==> src/rtl/id_pipe_if.sv <==
// Handshake and ID/EX result bundle for the decode stage.
interface id_pipe_if #(
  parameter int DATA_W     = 32,
  parameter int REG_ADDR_W = 5,
  parameter int CNT_W      = 16
);
  logic                  in_valid;
  logic                  in_ready;
  logic [31:0]           pc_i;
  logic [31:0]           inst_i;
  logic                  out_valid;
  logic                  out_ready;
  logic [31:0]           pc_o;
  logic [7:0]            aluop_o;
  logic [2:0]            alusel_o;
  logic [DATA_W-1:0]     reg1_o;
  logic [DATA_W-1:0]     reg2_o;
  logic [REG_ADDR_W-1:0] wd_o;
  logic                  wreg_o;
  logic                  inst_invalid_o;
  logic [CNT_W-1:0]      invalid_cnt_o;

  // Upstream/downstream side: drives beats in, consumes results.
  modport master (
    output in_valid, pc_i, inst_i, out_ready,
    input  in_ready, out_valid, pc_o, aluop_o, alusel_o, reg1_o, reg2_o,
           wd_o, wreg_o, inst_invalid_o, invalid_cnt_o
  );

  // Decode stage side.
  modport slave (
    input  in_valid, pc_i, inst_i, out_ready,
    output in_ready, out_valid, pc_o, aluop_o, alusel_o, reg1_o, reg2_o,
           wd_o, wreg_o, inst_invalid_o, invalid_cnt_o
  );
endinterface

==> src/rtl/id_pipe.sv <==
// Registered ID stage: logic-subset decode, EX/MEM forwarding, ID/EX register.
module id_pipe #(
  parameter int DATA_W     = 32,
  parameter int REG_ADDR_W = 5,
  parameter bit FWD_EN     = 1'b1,
  parameter int CNT_W      = 16
) (
  input  logic                  clk,
  input  logic                  rst,
  id_pipe_if.slave              bus,
  output logic                  reg1_read_o,
  output logic                  reg2_read_o,
  output logic [REG_ADDR_W-1:0] reg1_addr_o,
  output logic [REG_ADDR_W-1:0] reg2_addr_o,
  input  logic [DATA_W-1:0]     reg1_data_i,
  input  logic [DATA_W-1:0]     reg2_data_i,
  input  logic                  ex_wreg_i,
  input  logic [REG_ADDR_W-1:0] ex_wd_i,
  input  logic [DATA_W-1:0]     ex_wdata_i,
  input  logic                  mem_wreg_i,
  input  logic [REG_ADDR_W-1:0] mem_wd_i,
  input  logic [DATA_W-1:0]     mem_wdata_i,
  input  logic                  flush_i
);

  typedef enum logic [7:0] {
    ALU_NOP = 8'h00,
    ALU_AND = 8'h24,
    ALU_OR  = 8'h25,
    ALU_XOR = 8'h26,
    ALU_NOR = 8'h27
  } aluop_e;

  typedef enum logic [2:0] {
    SEL_NOP   = 3'b000,
    SEL_LOGIC = 3'b001
  } alusel_e;

  localparam logic [5:0] OP_SPECIAL = 6'b000000;
  localparam logic [5:0] OP_ANDI    = 6'b001100;
  localparam logic [5:0] OP_ORI     = 6'b001101;
  localparam logic [5:0] OP_XORI    = 6'b001110;
  localparam logic [5:0] OP_LUI     = 6'b001111;
  localparam logic [5:0] FN_AND     = 6'b100100;
  localparam logic [5:0] FN_OR      = 6'b100101;
  localparam logic [5:0] FN_XOR     = 6'b100110;
  localparam logic [5:0] FN_NOR     = 6'b100111;
  localparam logic [CNT_W-1:0] CNT_ONE = CNT_W'(1);

  logic [5:0]            op;
  logic [5:0]            funct;
  logic [4:0]            shamt;
  aluop_e                dec_aluop;
  alusel_e               dec_alusel;
  logic [REG_ADDR_W-1:0] dec_wd;
  logic                  dec_wreg;
  logic                  dec_invalid;
  logic                  dec_lui;
  logic [DATA_W-1:0]     imm;
  logic [DATA_W-1:0]     opnd1;
  logic [DATA_W-1:0]     opnd2;
  logic                  accept;

  assign op          = bus.inst_i[31:26];
  assign funct       = bus.inst_i[5:0];
  assign shamt       = bus.inst_i[10:6];
  assign reg1_addr_o = bus.inst_i[25:21];
  assign reg2_addr_o = bus.inst_i[20:16];
  assign bus.in_ready = !bus.out_valid || bus.out_ready;
  assign accept      = bus.in_valid && bus.in_ready && !flush_i;

  // Instruction decode.
  always_comb begin
    dec_aluop   = ALU_NOP;
    dec_alusel  = SEL_NOP;
    dec_wd      = '0;
    dec_wreg    = 1'b0;
    dec_invalid = 1'b0;
    dec_lui     = 1'b0;
    reg1_read_o = 1'b0;
    reg2_read_o = 1'b0;
    imm         = '0;
    if (bus.inst_i == 32'h0) begin
      dec_invalid = 1'b0;
    end else begin
      case (op)
        OP_ORI, OP_ANDI, OP_XORI: begin
          dec_alusel  = SEL_LOGIC;
          reg1_read_o = 1'b1;
          imm[15:0]   = bus.inst_i[15:0];
          dec_wd      = bus.inst_i[20:16];
          dec_wreg    = 1'b1;
          dec_aluop   = (op == OP_ORI)  ? ALU_OR :
                        (op == OP_ANDI) ? ALU_AND : ALU_XOR;
        end
        OP_LUI: begin
          dec_alusel = SEL_LOGIC;
          dec_aluop  = ALU_OR;
          dec_lui    = 1'b1;
          imm[31:16] = bus.inst_i[15:0];
          dec_wd     = bus.inst_i[20:16];
          dec_wreg   = 1'b1;
        end
        OP_SPECIAL: begin
          if (shamt == 5'd0 && (funct == FN_AND || funct == FN_OR ||
                                funct == FN_XOR || funct == FN_NOR)) begin
            dec_alusel  = SEL_LOGIC;
            reg1_read_o = 1'b1;
            reg2_read_o = 1'b1;
            dec_wd      = bus.inst_i[15:11];
            dec_wreg    = 1'b1;
            case (funct)
              FN_AND:  dec_aluop = ALU_AND;
              FN_OR:   dec_aluop = ALU_OR;
              FN_XOR:  dec_aluop = ALU_XOR;
              default: dec_aluop = ALU_NOR;
            endcase
          end else begin
            dec_invalid = 1'b1;
          end
        end
        default: dec_invalid = 1'b1;
      endcase
    end
    if (dec_wd == '0) dec_wreg = 1'b0;
  end

  // Zero register, then EX, then MEM, then regfile; disabled ports take the immediate path.
  function automatic logic [DATA_W-1:0] pick(
    input logic                  rd,
    input logic [REG_ADDR_W-1:0] addr,
    input logic [DATA_W-1:0]     rf,
    input logic [DATA_W-1:0]     alt,
    input logic                  exw,
    input logic [REG_ADDR_W-1:0] exd,
    input logic [DATA_W-1:0]     exv,
    input logic                  memw,
    input logic [REG_ADDR_W-1:0] memd,
    input logic [DATA_W-1:0]     memv
  );
    if (!rd)                                return alt;
    if (addr == '0)                         return '0;
    if (FWD_EN && exw && exd == addr)       return exv;
    if (FWD_EN && memw && memd == addr)     return memv;
    return rf;
  endfunction

  // Operand selection for both read ports.
  always_comb begin
    opnd1 = pick(reg1_read_o, reg1_addr_o, reg1_data_i, dec_lui ? '0 : imm,
                 ex_wreg_i, ex_wd_i, ex_wdata_i, mem_wreg_i, mem_wd_i, mem_wdata_i);
    opnd2 = pick(reg2_read_o, reg2_addr_o, reg2_data_i, imm,
                 ex_wreg_i, ex_wd_i, ex_wdata_i, mem_wreg_i, mem_wd_i, mem_wdata_i);
  end

  // ID/EX register with handshake, flush and invalid counter.
  always_ff @(posedge clk or posedge rst) begin
    if (rst) begin
      bus.out_valid      <= 1'b0;
      bus.pc_o           <= '0;
      bus.aluop_o        <= ALU_NOP;
      bus.alusel_o       <= SEL_NOP;
      bus.reg1_o         <= '0;
      bus.reg2_o         <= '0;
      bus.wd_o           <= '0;
      bus.wreg_o         <= 1'b0;
      bus.inst_invalid_o <= 1'b0;
      bus.invalid_cnt_o  <= '0;
    end else begin
      if (flush_i) begin
        bus.out_valid <= 1'b0;
      end else if (accept) begin
        bus.out_valid      <= 1'b1;
        bus.pc_o           <= bus.pc_i;
        bus.aluop_o        <= dec_aluop;
        bus.alusel_o       <= dec_alusel;
        bus.reg1_o         <= opnd1;
        bus.reg2_o         <= opnd2;
        bus.wd_o           <= dec_wd;
        bus.wreg_o         <= dec_wreg;
        bus.inst_invalid_o <= dec_invalid;
        if (dec_invalid && bus.invalid_cnt_o != '1)
          bus.invalid_cnt_o <= bus.invalid_cnt_o + CNT_ONE;
      end else if (bus.out_ready) begin
        bus.out_valid <= 1'b0;
      end
    end
  end

endmodule

==> src/flat_wrapper.sv <==
// flat-port wrapper written by rule: the top's interface ports become plain ports
module id_pipe_flat 
#(
  parameter int DATA_W     = 32,
  parameter int REG_ADDR_W = 5,
  parameter bit FWD_EN     = 1'b1,
  parameter int CNT_W      = 16
)
  (clk, rst, reg1_read_o, reg2_read_o, reg1_addr_o, reg2_addr_o, reg1_data_i, reg2_data_i, ex_wreg_i, ex_wd_i, ex_wdata_i, mem_wreg_i, mem_wd_i, mem_wdata_i, flush_i, bus_in_valid, bus_pc_i, bus_inst_i, bus_out_ready, bus_in_ready, bus_out_valid, bus_pc_o, bus_aluop_o, bus_alusel_o, bus_reg1_o, bus_reg2_o, bus_wd_o, bus_wreg_o, bus_inst_invalid_o, bus_invalid_cnt_o);
  id_pipe_if #(.DATA_W(DATA_W), .REG_ADDR_W(REG_ADDR_W), .CNT_W(CNT_W)) bus_i ();
  input  logic clk;
  input  logic rst;
  output logic reg1_read_o;
  output logic reg2_read_o;
  output logic [REG_ADDR_W-1:0] reg1_addr_o;
  output logic [REG_ADDR_W-1:0] reg2_addr_o;
  input  logic [DATA_W-1:0] reg1_data_i;
  input  logic [DATA_W-1:0] reg2_data_i;
  input  logic ex_wreg_i;
  input  logic [REG_ADDR_W-1:0] ex_wd_i;
  input  logic [DATA_W-1:0] ex_wdata_i;
  input  logic mem_wreg_i;
  input  logic [REG_ADDR_W-1:0] mem_wd_i;
  input  logic [DATA_W-1:0] mem_wdata_i;
  input  logic flush_i;
  input wire logic [$bits(bus_i.in_valid)-1:0] bus_in_valid;
  input wire logic [$bits(bus_i.pc_i)-1:0] bus_pc_i;
  input wire logic [$bits(bus_i.inst_i)-1:0] bus_inst_i;
  input wire logic [$bits(bus_i.out_ready)-1:0] bus_out_ready;
  output wire logic [$bits(bus_i.in_ready)-1:0] bus_in_ready;
  output wire logic [$bits(bus_i.out_valid)-1:0] bus_out_valid;
  output wire logic [$bits(bus_i.pc_o)-1:0] bus_pc_o;
  output wire logic [$bits(bus_i.aluop_o)-1:0] bus_aluop_o;
  output wire logic [$bits(bus_i.alusel_o)-1:0] bus_alusel_o;
  output wire logic [$bits(bus_i.reg1_o)-1:0] bus_reg1_o;
  output wire logic [$bits(bus_i.reg2_o)-1:0] bus_reg2_o;
  output wire logic [$bits(bus_i.wd_o)-1:0] bus_wd_o;
  output wire logic [$bits(bus_i.wreg_o)-1:0] bus_wreg_o;
  output wire logic [$bits(bus_i.inst_invalid_o)-1:0] bus_inst_invalid_o;
  output wire logic [$bits(bus_i.invalid_cnt_o)-1:0] bus_invalid_cnt_o;
  assign bus_i.in_valid = bus_in_valid;
  assign bus_i.pc_i = bus_pc_i;
  assign bus_i.inst_i = bus_inst_i;
  assign bus_i.out_ready = bus_out_ready;
  assign bus_in_ready = bus_i.in_ready;
  assign bus_out_valid = bus_i.out_valid;
  assign bus_pc_o = bus_i.pc_o;
  assign bus_aluop_o = bus_i.aluop_o;
  assign bus_alusel_o = bus_i.alusel_o;
  assign bus_reg1_o = bus_i.reg1_o;
  assign bus_reg2_o = bus_i.reg2_o;
  assign bus_wd_o = bus_i.wd_o;
  assign bus_wreg_o = bus_i.wreg_o;
  assign bus_inst_invalid_o = bus_i.inst_invalid_o;
  assign bus_invalid_cnt_o = bus_i.invalid_cnt_o;
  id_pipe #(.DATA_W(DATA_W), .REG_ADDR_W(REG_ADDR_W), .FWD_EN(FWD_EN), .CNT_W(CNT_W)) u_core (.clk(clk), .rst(rst), .bus(bus_i), .reg1_read_o(reg1_read_o), .reg2_read_o(reg2_read_o), .reg1_addr_o(reg1_addr_o), .reg2_addr_o(reg2_addr_o), .reg1_data_i(reg1_data_i), .reg2_data_i(reg2_data_i), .ex_wreg_i(ex_wreg_i), .ex_wd_i(ex_wd_i), .ex_wdata_i(ex_wdata_i), .mem_wreg_i(mem_wreg_i), .mem_wd_i(mem_wd_i), .mem_wdata_i(mem_wdata_i), .flush_i(flush_i));
endmodule
==> config.mk <==
export PLATFORM = sky130hd
export DESIGN_NAME = id_pipe_flat
export DESIGN_NICKNAME = d
export VERILOG_FILES = /design/src/rtl/id_pipe_if.sv /design/src/rtl/id_pipe.sv /design/src/flat_wrapper.sv
export SDC_FILE = /design/constraint.sdc
export NUM_CORES = 1
export LEC_CHECK = 0
export ABC_AREA = 1
export BUFFER_PORTS_ARGS = -buffer_cell sky130_fd_sc_hd__buf_2
export CORE_MARGIN = 3
export CORE_UTILIZATION = 44
export CTS_CLUSTER_SIZE = 28
export DETAILED_ROUTE_END_ITERATION = 16
export PLACE_DENSITY = 0.82
export REMOVE_ABC_BUFFERS = 1
export SKIP_CTS_REPAIR_TIMING = 1
export SYNTH_ARGS = -nofsm -noshare
export SYNTH_HDL_FRONTEND = slang
export SYNTH_SLANG_ARGS = --single-unit
==> constraint.sdc <==
create_clock -name clk -period 3.6 [get_ports clk]
set_input_delay 0.54 -clock clk [delete_from_list [all_inputs] [get_ports clk]]
set_output_delay 0.54 -clock clk [all_outputs]
set_load 0.01 [all_outputs]
# Yosys cells after proc, flatten, opt, wreduce, memory -nomap -nowiden
# Cells that the tools add are included.
dict set report word_totals {
  register_bits 131
  output_inout_bits 144
  wordCells 116
}
dict set report classes {
  n_addsub 1
  eq_ne 13
  n_mux 66
  n_bitwise 1
  n_reduce_logical 25
}
# operator count
set op_table {}
lappend op_table {{two-way mux 32 bit} 18}
lappend op_table {{logical NOT 32 bit} 1}
lappend op_table {{two-way mux 1 bit} 32}
lappend op_table {{two-way mux 16 bit} 2}
lappend op_table {{== test 6 x 4 -> 1 bit (second input constant)} 4}
lappend op_table {{== test 6 bit (second input constant)} 4}
lappend op_table {{two-way mux 8 bit} 3}
lappend op_table {{case mux 8 bit (3 select lines)} 1}
lappend op_table {{== test 5 bit} 4}
lappend op_table {{logical NOT 5 bit} 4}
lappend op_table {{adder 16 x 1 -> 16 bit (second input constant)} 1}
lappend op_table {{inequality test 16 bit (second input constant)} 1}
lappend op_table {{two-way mux 5 bit} 2}
lappend op_table {{case mux 5 bit (2 select lines)} 1}
lappend op_table {{logical AND 1 bit} 8}
lappend op_table {{logical NOT 6 bit} 1}
lappend op_table {{case mux 1 bit (2 select lines)} 3}
lappend op_table {{case mux 2 bit (3 select lines)} 1}
lappend op_table {{case mux 3 bit (2 select lines)} 1}
lappend op_table {{logical OR 1 bit} 4}
lappend op_table {{OR reduction 4 bit} 1}
lappend op_table {{two-way mux 3 bit} 1}
lappend op_table {{AND reduction 3 bit} 1}
lappend op_table {{nonzero test 3 bit} 1}
lappend op_table {{other kinds (5)} 6}

# Longest topological paths before layout
# Gate-level depths: netlist (run 1).
dict set report logic_depth {
  depth_word 18
  mapped_depth 11
  mapped_depth_nobuf 11
}

# Least setup slack after synthesis (run 1)
# OpenSTA, ideal clock, no wires.
dict set report synth_path {
  path_type {input to register}
  start {in bus_inst_i[24]}
  end {reg u_core.bus.reg1_o[1]}
  arrival_time_ps 1567
  setup_slack_ps 1916
  path_stages 8
  n_path_buf 1
  path_cell_list {clkinv_1 > nand2_1 > a21oi_1 > nand3_1 > buf_2 > or2_2 > nand3_1 > nand2_1}
}
dict set report synth_via {
  elab_chain_cells 11
  elab_cells_between_ends 27
  cone_classes {eq/ne: 2; mux: 21; reduce/logical: 4}
}
# item line
set synth_lines {}
lappend synth_lines {{from (decl)} flat_wrapper.sv:28} ;# input wire logic [$bits(bus_i.inst_i)-1:0] bus_inst_i;
lappend synth_lines {{logical NOT 32 bit} id_pipe.sv:83} ;# if (bus.inst_i == 32'h0) begin
lappend synth_lines {{two-way mux 32 bit / two-way mux 1 bit (equally long branches)} id_pipe.sv:83}
lappend synth_lines {{two-way mux 32 bit} id_pipe.sv:150} ;# opnd1 = pick(reg1_read_o, reg1_addr_o, reg1_data_i, dec_lui ? '0 : imm,
lappend synth_lines {{two-way mux 32 bit} id_pipe.sv:141} ;# if (!rd) return alt;
lappend synth_lines {{two-way mux 32 bit} id_pipe.sv:142} ;# if (addr == '0) return '0;
lappend synth_lines {{two-way mux 32 bit} id_pipe.sv:143} ;# if (FWD_EN && exw && exd == addr) return exv;
lappend synth_lines {{two-way mux 32 bit} id_pipe.sv:144} ;# if (FWD_EN && memw && memd == addr) return memv;
lappend synth_lines {{two-way mux 32 bit} id_pipe.sv:145} ;# return rf;
lappend synth_lines {{two-way mux 32 bit} id_pipe.sv:144}
lappend synth_lines {{two-way mux 32 bit} id_pipe.sv:143}
lappend synth_lines {{two-way mux 32 bit (*)} id_pipe.sv:142}
lappend synth_lines {{to (signal assigned)} id_pipe.sv:177} ;# bus.reg1_o <= opnd1;
lappend synth_lines {{to (decl)} id_pipe_if.sv:33} ;# output in_ready, out_valid, pc_o, aluop_o, alusel_o, reg1_o, reg2_o,
# Every way passes the cells marked *; elsewhere a longest branch is shown, timed or not. The select of a mux whose other input is x is not followed.
# A chain may end at the register's enable or synchronous reset.

# Final worst setup path (run 1)
dict set report layout_path {
  start {in bus_inst_i[24]}
  end {reg u_core.bus.reg1_o[12]}
}
# Same word-level chain as after synthesis.

==> flow_summary.yaml, run 1 <==
critical_path:
  max_stage_delay_ps: 520
  crit_path_end_kind: "register"
  crit_arrival_ps: 2510
  critPathSlowestCell: "nand3_2"
  cp_common_cell: "nand2_1"
  crit_path_cell_trace: "buf_2, clkinv_1, nand2_1, a21oi_1, nand3_2, buf_4, or2_2, nand3_1, nand2_1"
  worstSetupPathType: "in2reg"
  cp_max_fo: 37
  cp-start-kind: "primary input"
  cp.required_ps: 3910
detailed_routing:
  drtIter0Drc: 880
  routed_via_density: 5.358
  wl_per_cell_um: 17.48
  drc: 0
  drtAntennaViolNets: 0
  drt_first_pass_iters: 8
  routed_wl_um: 29710
  vias: 9103
cells_and_area:
  filler_cell_count: 1633
  seqCellArea_um2: 3103
  multi_input_area_um2: 4035
  syn_to_final_growth_pct: 30.46
  drive_above_1_share_pct: 31.41
  final_area_um2: 10210
  fin_nets: 1668
place:
  placed_area_um2: 9565
  place.gp.congestion: 0.9016
  post-place-ws_ps: 1018
  hpwlAfterDp_um: 21510
  port_buffers: 346
clocking:
  cts-root-buf: "clkbuf_16"
  h-tree-depth: 4
  numCtsBuffers: 17
  cts.sinks: 124
  clock_path_buffers: 2
  cts.clk_slew.worst_paths_ps: 60
  insertion_delay_ps: 420
  cts_tree: "yes"
power:
  p_leak_nw: 5.858
  irDropWorstVdd_uv: 313.1
  powerDensity_nw_per_um2: 426.2
logic_synthesis:
  ys_ff_latch: 124
  syn_inst: 1151
  ys_top_cells_by_area: "dfrtp_1, nand2_1, nand3_1"
  synth-edff-count: 0
  yosysWarningCount: 0
  synth_cell_type_count: 37
  yosysTopAreaCellShare_pct: 39.65
  seq_area_frac_synth_pct: 39.65
  synth_area_um2: 7826
  yosysMostFrequentCell: "nand2_1"
  avgSynthCellArea_um2: 6.800
  synth_common_cells: "nand2_1, nand3_1, nor2_1, dfrtp_1, inv_1"
  async_reset_ff_share_pct: 100.0
  yosys_most_used_dff: "dfrtp_1"
  yosysTopAreaCell: "dfrtp_1"
die:
  start_util_pct: 45.09
  die_w_um: 139.4
  die-area_um2: 19420
  io_pins: 353
  die_h_um: 139.4
  core_um2: 17360
  rows: 48
sta:
  layout_min_cycle_time_ps: 2200
  finClkSkew_ps: 10.92
  slew_headroom_pct: 36.24
  drv_slew: 0
  hold_viol_final: 0
  rsz0062_at_grt: "false"
  holdWs_ps: 294.8
  fin_ws_ps: 1400
  finalCritPeriodShare_pct: 61.10
  worst_slew_pin_slew_ps: 956.4
  fin_tns_setup_ps: 0
  fmax_mhz: 454.6
  setup_viol: 0
global_routing:
  grtUsageTotal_pct: 30.01
  grt_pass1_wl_um: 46620
  grt-ovfl-total: 0
  grt_pass1_vias: 8788
  grt_start_max_net_pins: 93
  antenna_found_initial: 4
run_status:
  status: "finished clean"
run:
  cap_viol_max_count: 0
worst_hold_path:
  hold_class: "in2async"
-- where the power goes --
group | leakage [nW] | switching (mW) | internal (mW)
clock network | 0.309 | 0.699 | 1.17
logic | 3.94 | 0.525 | 0.323
registers | 1.61 | 0.0989 | 1.53
total | 5.86 | 1.32 | 3.03
-- kinds of logic after synthesis --
kind of cell / count (synthesis) / synth area share, %
adder cells (fa/ha/maj): 1 / 0.1598
flip-flops: 124 / 39.65
AO/OA/AOI/OAI: 87 / 6.011
other: 1 / 0.04792
XOR/XNOR: 14 / 1.567
AND/OR/NAND/NOR: 768 / 43.29
buffers and inverters: 156 / 9.273
-- final cells by class --
| class | count | area share [%] |
|---|---|---|
| Antenna cell | 3 | 0.07353 |
| Clock buffer | 17 | 4.167 |
| Clock inverter | 15 | 2.071 |
| Inverter | 78 | 2.953 |
| Sequential cell | 124 | 30.39 |
| Tap cell | 225 | 2.757 |
| Timing Repair Buffer | 361 | 18.06 |
| Multi-Input combinational cell | 876 | 39.52 |
-- routing by layer --
metal | part of all wire [%] | wire (µm) | global-route usage, %
met3 | 9.6 | 2847 | 7.148
met5 | 0.044 | 13 | 0
met1 | 40 | 11830 | 38.62
met4 | 3.4 | 1017 | 11.69
met2 | 47 | 14000 | 49.03
-- worst max-delay path, delay by kind of cell --
family	cells	cell delay, ps
buffers and inverters	3	680
AO/OA/AOI/OAI	1	220
AND/OR/NAND/NOR	5	1030
-- stage by stage --
step	util (%)	power [mW]	std cells
final	58.82	4.352	1699
after global placement	55.11	2.476	1664
after detailed placement	55.11	2.493	1664
after CTS	58.78	4.362	1696
after floorplan	-	2.048	1078
after global routing	58.82	4.537	1699
-- flip-flops by register name, indices dropped and copies added, names as in the netlist, 3 cells and up --
| signal | cells |
|---|---|
| u_core.bus.reg1_o | 32 |
| u_core.bus.invalid_cnt_o | 16 |
| u_core.bus.aluop_o | 3 |
| u_core.bus.pc_o | 32 |
| u_core.bus.wd_o | 5 |
| u_core.bus.reg2_o | 32 |
-- final timing paths --
kind                                                               from                                       to  slack, ps  cells past startpoint
worst max register to register  u_core.bus.invalid_cnt_o[0]$_DFFE_PP0P_  u_core.bus.invalid_cnt_o[3]$_DFFE_PP0P_       1450                      7
worst min-delay path                                                rst          u_core.bus.pc_o[22]$_DFFE_PP0P_        290                      2
worst max-delay path                                     bus_inst_i[24]        u_core.bus.reg1_o[12]$_DFFE_PP0P_       1400                      9
min in group clk                                                flush_i         u_core.bus.out_valid$_DFFE_PP0P_        310                      2
worst min register to register          u_core.bus.pc_o[14]$_DFFE_PP0P_          u_core.bus.pc_o[14]$_DFFE_PP0P_        470                      2
max in group asynchronous                                           rst        u_core.bus.aluop_o[0]$_DFFE_PP0P_       2480                      3
-- cell usage in the layout (no fill, tap or decap), types with 5 or more instances in the layout --
cell type / netlist / routed
nor2_4: 6 / 6
nand3_1: 184 / 183
nand2_1: 374 / 374
xor2_1: 11 / 11
nor3_1: 5 / 5
nor2_1: 127 / 126
buf_2: 29 / 346
nand4_1: 26 / 26
inv_2: 11 / 10
a21oi_1: 54 / 53
clkbuf_16: 0 / 17
inv_6: 0 / 6
nor2_2: 6 / 7
dfrtp_1: 124 / 124
buf_4: 21 / 15
o21ai_0: 21 / 21
or2_2: 28 / 28
inv_1: 64 / 63
conb_1: 1 / 6
Power figures use the tool's default switching activity.
==> inputs of run 2 (changes only) <==
--- a/config.mk
+++ b/config.mk
@@ -5,13 +5,13 @@
 export SDC_FILE = /design/constraint.sdc
 export NUM_CORES = 1
 export LEC_CHECK = 0
-export ABC_AREA = 1
+export ABC_AREA = 0
 export BUFFER_PORTS_ARGS = -buffer_cell sky130_fd_sc_hd__buf_2
-export CORE_MARGIN = 3
-export CORE_UTILIZATION = 44
+export CORE_AREA = 3 3 138 140
 export CTS_CLUSTER_SIZE = 28
 export DETAILED_ROUTE_END_ITERATION = 16
-export PLACE_DENSITY = 0.82
+export DIE_AREA = 0 0 141 143
+export PLACE_DENSITY = 0.76
 export REMOVE_ABC_BUFFERS = 1
 export SKIP_CTS_REPAIR_TIMING = 1
 export SYNTH_ARGS = -nofsm -noshare
==> constraint.sdc (replaced) <==
create_clock -name clk -period 1.93 [get_ports clk]
set_input_delay 0.2895 -clock clk [delete_from_list [all_inputs] [get_ports clk]]
set_output_delay 0.2895 -clock clk [all_outputs]
set_load 0.01 [all_outputs]
==> run 2 against run 1 <==
  * Combinational power increased by 77%
  * Worst hold slack got worse by 250 ps
  * Cell count decreased by 14%
  * Non-clock buffer count increased by 60
  * Highest routed layer unchanged
  * Setup slack got worse by 1300 ps
  * Sequential share of layout area increased by 0.62 points
  * Clock power increased by 72%
  * Power increased by 76%
==> flow_summary.yaml, run 2 <==
sta:
  worst_slew_pin_slew_ps: 779.2
  rsz0062_at_grt: "false"
  setup_viol: 0
  finClkSkew_ps: 8.937
  slew_headroom_pct: 47.40
  finalCritPeriodShare_pct: 95.58
  hold_viol_final: 0
  drv_slew: 0
  fmax_mhz: 542.1
  layout_min_cycle_time_ps: 1845
clocking:
  numCtsBuffers: 17
  clock_path_buffers: 2
  cts.clk_slew.worst_paths_ps: 60
  h-tree-depth: 4
  cts.sinks: 124
  insertion_delay_ps: 410
  cts_tree: "yes"
  cts-root-buf: "clkbuf_16"
cells_and_area:
  filler_cell_count: 1621
  layout_commonest_cell: "buf_2"
  syn_to_final_growth_pct: 41.88
  final_area_um2: 10010
  drive_above_1_share_pct: 38.90
  fin_nets: 1418
  utilization_pct: 55.71
  layout_common_cells: "buf_2, nand2_1, nor2_1, dfrtp_1, nand3_1"
  reg_top3: "u_core.bus.pc_o x32, u_core.bus.reg1_o x32, u_core.bus.reg2_o x32"
power:
  powerDensity_nw_per_um2: 765.2
  p_leak_nw: 5.010
  finalPower_mw: 7.658
  irDropWorstVdd_uv: 549.9
detailed_routing:
  drc: 0
  routed_via_density: 5.548
  routed_wl_um: 28370
  vias: 8078
  drt_first_pass_iters: 5
  drtAntennaViolNets: 0
  drtIter0Drc: 495
  wl_per_cell_um: 19.48
die:
  die-area_um2: 20160
  io_pins: 353
  die_h_um: 143
  rows: 49
  core_um2: 17960
  die_w_um: 141
  start_util_pct: 39.26
place:
  hpwlAfterDp_um: 21640
  placed_area_um2: 9364
  port_buffers: 346
  place.gp.congestion: 0.8650
worst_hold_path:
  min-delay-start: "flush_i"
  min_to: "u_core.bus.out_valid$_DFFE_PP0P_"
  hold_class: "in2reg"
  min_path_cells: 2
logic_synthesis:
  yosysWarningCount: 0
  ys_top_cells_by_area: "dfrtp_1, nand2_1, nor2_1"
  synth-edff-count: 0
  yosys_most_used_dff: "dfrtp_1"
  synth_area_um2: 7053
  ys_ff_latch: 124
  yosysTopAreaCellShare_pct: 44.00
  yosysTopAreaCell: "dfrtp_1"
  synth_common_cells: "nand2_1, nor2_1, dfrtp_1, nand3_1, o31ai_1"
  yosysMostFrequentCell: "nand2_1"
  avgSynthCellArea_um2: 8.307
  synth_cell_type_count: 48
  syn_inst: 849
  async_reset_ff_share_pct: 100.0
  seq_area_frac_synth_pct: 44.00
critical_path:
  cp-start-kind: "register"
  crit_path_start: "u_core.bus.out_valid$_DFFE_PP0P_"
  crit_arrival_ps: 2130
  r2r_cells: 6
  crit_path_end_kind: "register"
  worstSetupPathType: "reg2reg"
  reg2reg_from: "u_core.bus.out_valid$_DFFE_PP0P_"
  reg2reg_slack_ps: 90
  cp.required_ps: 2220
  reg2reg_to: "u_core.bus.invalid_cnt_o[6]$_DFFE_PP0P_"
  cp_max_fo: 8
global_routing:
  grt_pass1_wl_um: 43040
  grt_start_max_net_pins: 65
  grt-ovfl-total: 0
  antenna_found_initial: 9
  grtUsageTotal_pct: 27.65
  grt_pass1_vias: 7717
run_status:
  status: "finished clean"
run:
  cap_viol_max_count: 0
==> run 2: cell types whose count changed after synthesis, moves of 13 or more <==
cell      change
or2_2        -26
nand4_1      -13
nand2_1     -224
xnor2_1      +32
clkbuf_1     +23
a22oi_1      +38
a21oi_1      -48
o21ai_0      -14
buf_2        -16
nand3_1     -111
inv_1        -61
nor2_1       +14
a211oi_1     +60
o31ai_1      +65
==> run 2: cell families after synthesis <==
| family | synth area share [%] |
|---|---|
| AOI/OAI and AO/OA | 19.11 |
| other | 0.05317 |
| adders and majority gates | 0.1774 |
| xor gates and xnor gates | 4.346 |
| buffers and inverters | 6.297 |
| muxes | 0.1596 |
| and+or+nand+nor | 25.87 |
| DFF | 44.00 |
==> run 2: worst max path at each step <==
stage                                                    endpoint  slack, ps
after detailed placement  u_core.bus.invalid_cnt_o[1]$_DFFE_PP0P_       -380
after CTS                                             reg1_read_o        -20
after global routing      u_core.bus.invalid_cnt_o[1]$_DFFE_PP0P_          2
final                     u_core.bus.invalid_cnt_o[6]$_DFFE_PP0P_         90
after floorplan                 u_core.bus.aluop_o[0]$_DFFE_PP0P_      -1660
after global placement    u_core.bus.invalid_cnt_o[1]$_DFFE_PP0P_       -330
==> run 2: final cells by class <==
cell class	count	area [µm²]	share of cell area, %
inverter	3	13.76	0.1375
clock buffer	19	452.9	4.526
tap	229	286.5	2.863
multi-input combinational	641	3575	35.72
clock inverter	13	138.9	1.388
antenna	6	15.01	0.1500
timing repair buffer	421	2422	24.21
sequential	124	3103	31.01
==> run 2: through the flow <==
stage / std cells / setup slack, ps / hold slack, ps / TNS, ps
2_1_floorplan: 768 / -1659 / 352.6 / -258990
3_3_place_gp: 1415 / -331.1 / 387.3 / -12100
3_5_place_dp: 1415 / -384.6 / 389.9 / -15960
4_1_cts: 1447 / -21.57 / -55.69 / -21.57
5_1_grt: 1456 / 1.863 / 31.05 / 0
6_report: 1456 / 85.30 / 48.75 / 0
==> run 2: routing by layer <==
layer	global-route usage, %	vias up	share of wire (%)
li1	-	3710	-
met1	34.04	3781	39
met2	46.24	493	48
met3	5.961	88	8.3
met4	13.62	6	4.2
met5	0	-	0.16
==> run 2: power breakdown <==
part	switching, mW	total, mW	internal (mW)
Combinational	0.851	1.50	0.648
Sequential	0.155	2.95	2.80
Clock	1.23	3.21	1.97
Total	2.24	7.66	5.42
==> run 2: worst max-delay path, stage by stage, from the launching register on <==
cell and delay (ps):
dfrtp_1 380, nand2b_1 270, o311ai_0 340, nor3_4 250
buf_4 200, nand3_1 140, xnor2_1 150
